File: src/rtl/uart_cmd_pkg.sv
// Shared constants for the ASCII UART bus command master: protocol characters and FSM encoding.
// Optional address cache is enabled by defining UART_CMD_MASTER_ADDR_CACHE_EN.
package uart_cmd_pkg;

  localparam logic [7:0] CHAR_L     = 8'h4c;  // 'L'
  localparam logic [7:0] CHAR_W     = 8'h57;  // 'W'
  localparam logic [7:0] CHAR_R     = 8'h52;  // 'R'
  localparam logic [7:0] CHAR_COMMA = 8'h2c;  // ',' target reset asserted
  localparam logic [7:0] CHAR_DOT   = 8'h2e;  // '.' target reset released
  localparam logic [7:0] CHAR_0     = 8'h30;  // '0'
  localparam logic [7:0] CHAR_A     = 8'h61;  // 'a'

  typedef logic [3:0] state_t;

  localparam state_t ST_IDLE     = 4'd0;
  localparam state_t ST_RST_CHAR = 4'd1;
  localparam state_t ST_CMD_L    = 4'd2;
  localparam state_t ST_ADDR     = 4'd3;
  localparam state_t ST_CMD_W    = 4'd4;
  localparam state_t ST_DATA     = 4'd5;
  localparam state_t ST_CMD_R    = 4'd6;
  localparam state_t ST_RX_HI    = 4'd7;
  localparam state_t ST_RX_LO    = 4'd8;
  localparam state_t ST_ACK      = 4'd9;

endpackage

File: src/rtl/uart_hex_codec.sv
// Combinational lowercase hex codec: nibble to ASCII for transmit, ASCII to nibble for receive.
module uart_hex_codec
  import uart_cmd_pkg::*;
(
  input  logic [3:0] i_nib,
  output logic [7:0] o_char,
  input  logic [7:0] i_char,
  output logic [3:0] o_nib,
  output logic       o_valid
);

  always_comb begin
    if (i_nib <= 4'd9) begin
      o_char = CHAR_0 + {4'h0, i_nib};
    end else begin
      o_char = (CHAR_A - 8'd10) + {4'h0, i_nib};
    end
  end

  // Uppercase hex is deliberately rejected; the protocol is lowercase only.
  always_comb begin
    o_nib   = 4'h0;
    o_valid = 1'b0;
    if (i_char >= CHAR_0 && i_char <= (CHAR_0 + 8'd9)) begin
      o_nib   = i_char[3:0];
      o_valid = 1'b1;
    end else if (i_char >= CHAR_A && i_char <= (CHAR_A + 8'd5)) begin
      o_nib   = i_char[3:0] + 4'd9;
      o_valid = 1'b1;
    end
  end

endmodule

File: src/rtl/uart_cmd_master.sv
// Bus-to-ASCII UART command initiator: sends L<aaaa>W<dd> / L<aaaa>R and decodes the hex reply.
// Define UART_CMD_MASTER_ADDR_CACHE_EN to skip the address phase on sequential accesses.
module uart_cmd_master
  import uart_cmd_pkg::*;
#(
  parameter int unsigned TIMEOUT = 100000
) (
  input  logic        i_clk,
  input  logic        i_reset_n,
  input  logic        i_req,
  input  logic        i_we,
  input  logic [15:0] i_addr,
  input  logic [7:0]  i_dat,
  output logic [7:0]  o_dat,
  output logic        o_ack,
  output logic        o_err,
  input  logic        i_target_reset,
  input  logic        i_uart_send_ready,
  output logic        o_uart_send_pulse,
  output logic [7:0]  o_uart_dat,
  input  logic        i_uart_received_pulse,
  input  logic [7:0]  i_uart_dat
);

  localparam logic [31:0] TMO_LAST = 32'(TIMEOUT - 32'd1);

  state_t      r_state;
  state_t      w_state_next;
  logic [1:0]  r_idx;
  logic [31:0] r_cnt;
  logic        r_we;
  logic [15:0] r_addr;
  logic [7:0]  r_wdat;
  logic [7:0]  r_dat;
  logic        r_err;
  logic [3:0]  r_rx_hi;
  logic        r_rst_sent;
  logic        r_rst_lvl;

  logic [3:0]  w_tx_nib;
  logic [7:0]  w_hex_char;
  logic [3:0]  w_rx_nib;
  logic        w_rx_valid;
  logic        w_rx_ok;
  logic        w_in_rx;
  logic        w_tmo;
  logic        w_tmo_fire;
  logic        w_done_ok;
  logic        w_tx_state;
  logic        w_rst_go;
  logic        w_accept;
  logic        w_hit;

  uart_hex_codec u_codec (
    .i_nib   (w_tx_nib),
    .o_char  (w_hex_char),
    .i_char  (i_uart_dat),
    .o_nib   (w_rx_nib),
    .o_valid (w_rx_valid)
  );

  assign w_rx_ok    = i_uart_received_pulse & w_rx_valid;
  assign w_in_rx    = (r_state == ST_RX_HI) || (r_state == ST_RX_LO);
  assign w_tmo      = (TIMEOUT != 0) && (r_cnt == TMO_LAST);
  assign w_tmo_fire = w_in_rx && !w_rx_ok && w_tmo;
  assign w_done_ok  = ((r_state == ST_DATA) && i_uart_send_ready && (r_idx == 2'd1)) ||
                      ((r_state == ST_RX_LO) && w_rx_ok);
  assign w_rst_go   = (r_state == ST_IDLE) && (i_target_reset != r_rst_sent);
  assign w_accept   = (r_state == ST_IDLE) && !w_rst_go && i_req;

`ifdef UART_CMD_MASTER_ADDR_CACHE_EN
  logic [15:0] r_next_addr;
  logic        r_cache_vld;

  always_ff @(posedge i_clk or negedge i_reset_n) begin
    if (!i_reset_n) begin
      r_next_addr <= 16'h0000;
      r_cache_vld <= 1'b0;
    end else if (w_done_ok) begin
      r_next_addr <= r_addr + 16'd1;
      r_cache_vld <= 1'b1;
    end else if (w_tmo_fire || ((r_state == ST_RST_CHAR) && i_uart_send_ready)) begin
      r_cache_vld <= 1'b0;
    end
  end

  assign w_hit = r_cache_vld && (i_addr == r_next_addr);
`else
  assign w_hit = 1'b0;
`endif

  always_comb begin
    w_state_next = r_state;
    case (r_state)
      ST_IDLE: begin
        if (w_rst_go) begin
          w_state_next = ST_RST_CHAR;
        end else if (i_req) begin
          if (w_hit) begin
            w_state_next = i_we ? ST_CMD_W : ST_CMD_R;
          end else begin
            w_state_next = ST_CMD_L;
          end
        end
      end
      ST_RST_CHAR: if (i_uart_send_ready) w_state_next = ST_IDLE;
      ST_CMD_L:    if (i_uart_send_ready) w_state_next = ST_ADDR;
      ST_ADDR: begin
        if (i_uart_send_ready && (r_idx == 2'd3)) begin
          w_state_next = r_we ? ST_CMD_W : ST_CMD_R;
        end
      end
      ST_CMD_W:    if (i_uart_send_ready) w_state_next = ST_DATA;
      ST_DATA:     if (i_uart_send_ready && (r_idx == 2'd1)) w_state_next = ST_ACK;
      ST_CMD_R:    if (i_uart_send_ready) w_state_next = ST_RX_HI;
      ST_RX_HI: begin
        if (w_rx_ok) begin
          w_state_next = ST_RX_LO;
        end else if (w_tmo) begin
          w_state_next = ST_ACK;
        end
      end
      ST_RX_LO:    if (w_rx_ok || w_tmo) w_state_next = ST_ACK;
      ST_ACK:      w_state_next = ST_IDLE;
      default:     w_state_next = ST_IDLE;
    endcase
  end

  always_comb begin
    w_tx_nib = 4'h0;
    if (r_state == ST_ADDR) begin
      case (r_idx)
        2'd0:    w_tx_nib = r_addr[15:12];
        2'd1:    w_tx_nib = r_addr[11:8];
        2'd2:    w_tx_nib = r_addr[7:4];
        default: w_tx_nib = r_addr[3:0];
      endcase
    end else if (r_state == ST_DATA) begin
      w_tx_nib = r_idx[0] ? r_wdat[3:0] : r_wdat[7:4];
    end
  end

  always_comb begin
    w_tx_state = 1'b1;
    o_uart_dat = 8'h00;
    case (r_state)
      ST_RST_CHAR: o_uart_dat = r_rst_lvl ? CHAR_COMMA : CHAR_DOT;
      ST_CMD_L:    o_uart_dat = CHAR_L;
      ST_ADDR:     o_uart_dat = w_hex_char;
      ST_CMD_W:    o_uart_dat = CHAR_W;
      ST_DATA:     o_uart_dat = w_hex_char;
      ST_CMD_R:    o_uart_dat = CHAR_R;
      default:     w_tx_state = 1'b0;
    endcase
  end

  assign o_uart_send_pulse = w_tx_state & i_uart_send_ready;
  assign o_ack             = (r_state == ST_ACK);
  assign o_err             = (r_state == ST_ACK) & r_err;
  assign o_dat             = r_dat;

  always_ff @(posedge i_clk or negedge i_reset_n) begin
    if (!i_reset_n) begin
      r_state <= ST_IDLE;
      r_idx   <= 2'd0;
      r_cnt   <= 32'd0;
    end else begin
      r_state <= w_state_next;
      // Nibble index and timeout counter both restart on every state change.
      if (w_state_next != r_state) begin
        r_idx <= 2'd0;
        r_cnt <= 32'd0;
      end else begin
        if (((r_state == ST_ADDR) || (r_state == ST_DATA)) && i_uart_send_ready) begin
          r_idx <= r_idx + 2'd1;
        end
        if (w_in_rx) begin
          r_cnt <= r_cnt + 32'd1;
        end
      end
    end
  end

  always_ff @(posedge i_clk or negedge i_reset_n) begin
    if (!i_reset_n) begin
      r_we       <= 1'b0;
      r_addr     <= 16'h0000;
      r_wdat     <= 8'h00;
      r_dat      <= 8'h00;
      r_err      <= 1'b0;
      r_rx_hi    <= 4'h0;
      r_rst_sent <= 1'b0;
      r_rst_lvl  <= 1'b0;
    end else begin
      if (w_accept) begin
        r_we   <= i_we;
        r_addr <= i_addr;
        r_wdat <= i_dat;
      end
      if (w_rst_go) begin
        r_rst_lvl <= i_target_reset;
      end
      if ((r_state == ST_RST_CHAR) && i_uart_send_ready) begin
        r_rst_sent <= r_rst_lvl;
      end
      if ((r_state == ST_RX_HI) && w_rx_ok) begin
        r_rx_hi <= w_rx_nib;
      end
      if (w_done_ok) begin
        r_err <= 1'b0;
        if (r_state == ST_RX_LO) begin
          r_dat <= {r_rx_hi, w_rx_nib};
        end
      end else if (w_tmo_fire) begin
        r_err <= 1'b1;
        r_dat <= 8'hff;
      end
    end
  end

endmodule

File: config.mk
export PLATFORM = sky130hd
export DESIGN_NAME = uart_cmd_master
export DESIGN_NICKNAME = d
export VERILOG_FILES = /design/src/rtl/uart_cmd_pkg.sv /design/src/rtl/uart_hex_codec.sv /design/src/rtl/uart_cmd_master.sv
export SDC_FILE = /design/constraint.sdc
export NUM_CORES = 1
export LEC_CHECK = 0
export ABC_CLOCK_PERIOD_IN_PS = 2750
export BUFFER_PORTS_ARGS = -buffer_cell sky130_fd_sc_hd__buf_2
export CAP_MARGIN = 25
export CORE_ASPECT_RATIO = 1.1
export CORE_UTILIZATION = 25
export DETAILED_ROUTE_END_ITERATION = 10
export GPL_ROUTABILITY_DRIVEN = 0
export REMOVE_ABC_BUFFERS = 1
export SLEW_MARGIN = 10
export SYNTH_ARGS = -nofsm -noshare
export SYNTH_HDL_FRONTEND = slang
export SYNTH_SLANG_ARGS = --single-unit
export TNS_END_PERCENT = 100
File: constraint.sdc
create_clock -name i_clk -period 2.75 [get_ports i_clk]
set_input_delay 0.275 -clock i_clk [delete_from_list [all_inputs] [get_ports i_clk]]
set_output_delay 0.275 -clock i_clk [all_outputs]
set_load 0.01 [all_outputs]
==> Word-level counts from Yosys, hierarchy flattened <==
Index checks and enable logic that the tools add are counted.
{ "totals": {"input_bits": 39, "elab_cells": 103, "regBits": 78} }
{ "classes": {"n_reduce_logical": 29, "order_cmp": 5, "n_bitwise": 3, "addsub": 5, "mux": 34, "n_eq_ne": 16} }
{ "op_table": {"columns": ["op", "count"], "rows": [
  ["$mux W32", 2],
  ["$mux W4", 16],
  ["$pmux W8 S5", 1],
  ["$pmux W4 S9", 1],
  ["$add A32 B1 Y32 const B", 1],
  ["$eq A32 B17 Y1 const B", 1],
  ["$mux W8", 4],
  ["$eq A4 B3 Y1 const B", 4],
  ["$logic_and A1 B1 Y1", 15],
  ["$pmux W4 S3", 1],
  ["$add A7 B4 Y8 const A", 1],
  ["$eq A4 B2 Y1 const B", 2],
  ["$eq A4 B4 Y1 const B", 2],
  ["$ge A8 B6 Y1 const B", 1],
  ["$ge A8 B7 Y1 const B", 1],
  ["$le A8 B6 Y1 const B", 1],
  ["$le A8 B7 Y1 const B", 1],
  ["$mux W2", 4],
  ["$add A6 B4 Y7 const A", 1],
  ["$reduce_bool A2 Y1", 3],
  ["$reduce_or A6 Y1", 1],
  ["$mux W1", 5],
  ["$add A4 B4 Y4 const B", 1],
  ["$eq A2 B2 Y1 const B", 2],
  ["other kinds (14)", 20]
]} }

==> Depth between registers and ports, before layout <==
{ "logic_depth": {"depth_word": 10, "ltp_mapped": 11, "mapped_depth_nobuf": 11} }

==> Modules after synthesis <==
Synthesis repeated with hierarchy kept, for this count alone.
{ "unflattened": {"hier_cells": 446, "area_unflattened_um2": 4663.2} }
{ "modules_own_cells": {"columns": ["module", "cells_each", "instances", "area_each_um2", "seq_area_each_um2"], "rows": [
  ["uart_cmd_master", 406, 1, 4360.4, 1951.9],
  ["uart_hex_codec", 40, 1, 302.8, 0.0]
]} }

==> Worst setup path after synthesis <==
Ideal clock, no wire load.
{ "synth_timing": {"kind": "flip-flop to output port", "from": "reg r_idx[0]", "to": "out o_uart_dat[5]", "arrival_time_ns": 2.719, "required_time_ns": 2.475, "setup_slack_ns": -0.244, "path_stages_with_launch": 12, "path_cell_list": "dfrtp_1 inv_1 ha_1 a222oi_1 o21ai_0 a22oi_1 inv_1 ha_1 nor2_1 o21ai_2 maj3_1 a311o_1"} }
{ "synth_between": {"elab_chain_cells": 6, "elab_cells_between_ends": 12, "cone_classes": "add/sub (2); order compare (1); eq/ne (2); mux (6); reduce/logical (1)"} }
{ "synth_lines": {"columns": ["element", "line_no", "text"], "rows": [
  ["start: declaration", "uart_cmd_master.sv:29", "logic [1:0] r_idx;"],
  ["start signal: assignment", "uart_cmd_master.sv:175", "r_idx <= r_idx + 2'd1;"],
  ["$eq A2 B2 Y1, or another cell as far along", "uart_cmd_master.sv:132", "case (r_idx)"],
  ["$pmux W4 S3 / $mux W4 (equally long branches)", "uart_cmd_master.sv:132, uart_cmd_master.sv:138", null],
  ["$mux W4 *", "uart_cmd_master.sv:131", "if (r_state == ST_ADDR) begin"],
  ["$add A7 B4 Y8, or another cell as far along", "uart_hex_codec.sv:16", "o_char = (CHAR_A - 8'd10) + {4'h0, i_nib};"],
  ["$mux W8 *", "uart_hex_codec.sv:13", "if (i_nib <= 4'd9) begin"],
  ["$pmux W8 S5 *", "uart_cmd_master.sv:146", "case (r_state)"],
  ["end: declaration", "uart_cmd_master.sv:20", "output logic [7:0] o_uart_dat,"]
]} }
Every way passes the cells marked *; elsewhere a longest branch is shown, timed or not.

==> Final worst setup path <==
Ends and elaborated chain as after synthesis.

==> results.cfg <==
[clocking]
htreeDepth = 3
cts_buffers = 9
clock-sinks = 78
clockBufferDepth = 2
clk_pin_slew_ns = 0.06
root_buffer = clkbuf_16
cts_tree = done
clkLatencyLatePin_ns = 0.34

[synthesis]
synth_top_cell_by_area = dfrtp_1
avgSynthCellArea_um2 = 9.90
async_reset_ff_frac = 1.00
netlist_area_um2 = 4370
synthTopCellsByArea = dfrtp_1 (45%), nor2_1 (4.8%), mux2_2 (4.1%)
synth_most_common_cell = dfrtp_1
yosys_warnings = 0
yosys.area.top_type_share = 0.447
synth_ff_type = dfrtp_1
synth.yosys.seq_area_share = 0.447
synthCells = 441
ys_types = 63
synth_edf_count = 0
ys_seq_elements = 78
synthTopCellsByCount = dfrtp_1 (78), nor2_1 (56), nand2_1 (40)

[floorplanning]
coreArea_um2 = 17100
initial_utilization = 0.256
dieHeight_um = 141
fp.dieW_um = 128
die_area_um2 = 18000
row_count = 50
ios = 58

[global_route]
grt_pass1_vias = 3619
grt_pass1_wl_um = 18100
grt_use_total = 0.125
grt_max_degree = 79
antenna_found_initial = 0
grt_overflow_total = 0

[worst_setup_path]
cp_slowest_cell = dfrtp_2
crit_family = adder cells
crit_fanout = 5
required_ns = 2.48
crit_buf_inv = 3
timing.critical_path.slowest_cell_delay_ns = 0.45
cp-end-kind = output port
startpoint_type = register
crit_arrival_ns = 2.84
cp_common_cell = buf_4
path_class = register to output port
crit_chain = buf_4 -> ha_1 -> o21ai_1 -> a22oi_2 -> buf_4 -> ha_2 -> nor2_2 -> o21ai_2 -> maj3_2 -> a311o_1 -> buf_2

[layout]
nFillCells = 1727
finalInstanceArea_um2 = 5550
area_growth_pct = 27.1
drive_gt1_frac = 0.286
instances_no_fill = 766
register_area_um2 = 1950
finish.net_count = 577
insertedDiodeCount = 0
multi_input_area_um2 = 2360

[sta]
worst_pin_slew_ns = 0.549
hold_violations = 0
maxSlewViolCount = 0
final-setup-viol-count = 6
skew_ns = 0.00775
setup_slack_ns = -0.361
max_slew_margin = 0.631
fin_crit_sh = 1.13
rsz0062_at_grt = true
fmax_mhz = 321
min_period_ns = 3.11

[power]
p_clk_frac = 0.249
p_leak_nw = 2.41
switching_share = 0.370
p_comb_frac = 0.433
intPower_w = 0.00322
peakVddDrop_uv = 496
power_frac_seq = 0.318
powerDensity_nw_per_um2 = 920
p_switching_w = 0.00189

[detailed_routing]
drt-initial-drc-count = 256
drt_pass1_iterations = 4
routedWlPerCell_um = 14.0
routed_wl_um = 10700
vias = 3649
ant_nets = 0
drc = 0
vias_per_cell = 4.76

[run_status]
status = complete, but fails checks
violations = setup timing

[placed_design]
numPortBuffers = 56
place_inst = 743
place_area_um2 = 5060
dp_hpwl_um = 7730

[min_path]
hold_class = input port to register

[run]
cap_violations = 0
-- power groups by stage --
stage               clock network [W]  logic (W)  registers [W]
floorplan                           0    0.00121        0.00167
global placement                    0    0.00201        0.00163
detailed placement                  0    0.00205        0.00164
CTS                           0.00130    0.00212        0.00162
global route                  0.00136    0.00244        0.00166
finish                        0.00127    0.00221        0.00162
-- worst register-to-register path, delay by kind of cell (launching register included) --
family,cells,cell delay (ns)
AND/OR/NAND/NOR,5,1.29
buffers and inverters,1,0.36
AO/OA/AOI/OAI,1,0.21
flip-flops,1,0.46
-- placed cells by master, fill, tap and decap left out, types with 15 or more instances in the layout --
cell type,n
nand2_1,39
buf_4,31
mux2_2,16
nor2_1,55
nand3_1,19
dfrtp_1,76
mux2_1,15
buf_2,55
xor2_1,15
xnor2_1,19
-- flip-flops by register name (all words and copies together), names as in the netlist --
name        cells
o_dat           8
r_addr         16
r_cnt          32
r_err           1
r_idx           2
r_rst_lvl       1
r_rst_sent      1
r_rx_hi         4
r_state         4
r_wdat          8
r_we            1
-- per-stage QoR --
stage               setup TNS, ns  hold WS (ns)  power [W]  utilization  setup WS (ns)
floorplan                  -0.244       -0.0206    0.00288            -         -0.244
global placement           -0.166         0.474    0.00364        0.297         -0.166
detailed placement         -0.302         0.479    0.00369        0.297         -0.196
CTS                         -1.62         0.138    0.00504        0.319         -0.332
global route                -2.66         0.133    0.00545        0.325         -0.473
finish                      -1.35         0.146    0.00511        0.325         -0.361
-- worst paths after layout --
kind,start,endpoint,slack (ns),cells after the start
worst max-delay path,r_idx[0]$_DFFE_PN0P_,o_uart_dat[5],-0.36,11
min in group asynchronous,i_reset_n,r_cnt[29]$_DFFE_PN0P_,0.35,2
worst min register to register,o_dat[7]$_DFFE_PN0P_,o_dat[7]$_DFFE_PN0P_,0.49,1
max in group asynchronous,i_reset_n,r_idx[1]$_DFFE_PN0P_,1.79,3
worst max register to register,r_cnt[4]$_DFFE_PN0P_,r_idx[1]$_DFFE_PN0P_,0.31,7
worst min-delay path,i_dat[1],r_wdat[1]$_DFFE_PN0P_,0.15,2
-- area by class of cell --
| class | instances | area share |
|---|---|---|
| Multi-Input combinational cell | 334 | 0.425 |
| Sequential cell | 78 | 0.352 |
| Timing Repair Buffer | 91 | 0.104 |
| Tap cell | 234 | 0.0528 |
| Clock buffer | 10 | 0.0413 |
| Clock inverter | 6 | 0.0156 |
| Inverter | 13 | 0.00924 |
-- cells by family (layout without fill, tap and decap cells) --
logic type | after synthesis | after routing | synth area share
buffers and inverters | 29 | 120 | 0.0310
other | 1 | 1 | 0.000859
flip-flops | 78 | 78 | 0.447
adder cells (fa/ha/maj) | 12 | 12 | 0.0338
multiplexers | 33 | 33 | 0.0846
AO/OA/AOI/OAI | 74 | 74 | 0.124
XOR/XNOR | 35 | 35 | 0.0702
AND/OR/NAND/NOR | 179 | 179 | 0.209
-- routing by layer --
| metal | vias up | wire (um) | part of all wire | track usage |
|---|---|---|---|---|
| met1 | 1796 | 5000 | 0.47 | 0.171 |
| li1 | 1752 | - | - | - |
| met5 | - | 0 | 0 | 0 |
| met2 | 91 | 5110 | 0.48 | 0.199 |
| met4 | 0 | 89 | 0.0083 | 0.0297 |
| met3 | 10 | 498 | 0.047 | 0.0285 |
-- repair_timing --
item,4_1_cts,5_1_grt
pin swaps,9,14
hold buffers,0,1
resized for setup,16,15
setup buffers,2,3
endpoints found under the hold margin,0,15
setup endpoints to repair,7,7
Power figures use the tool's default switching activity.
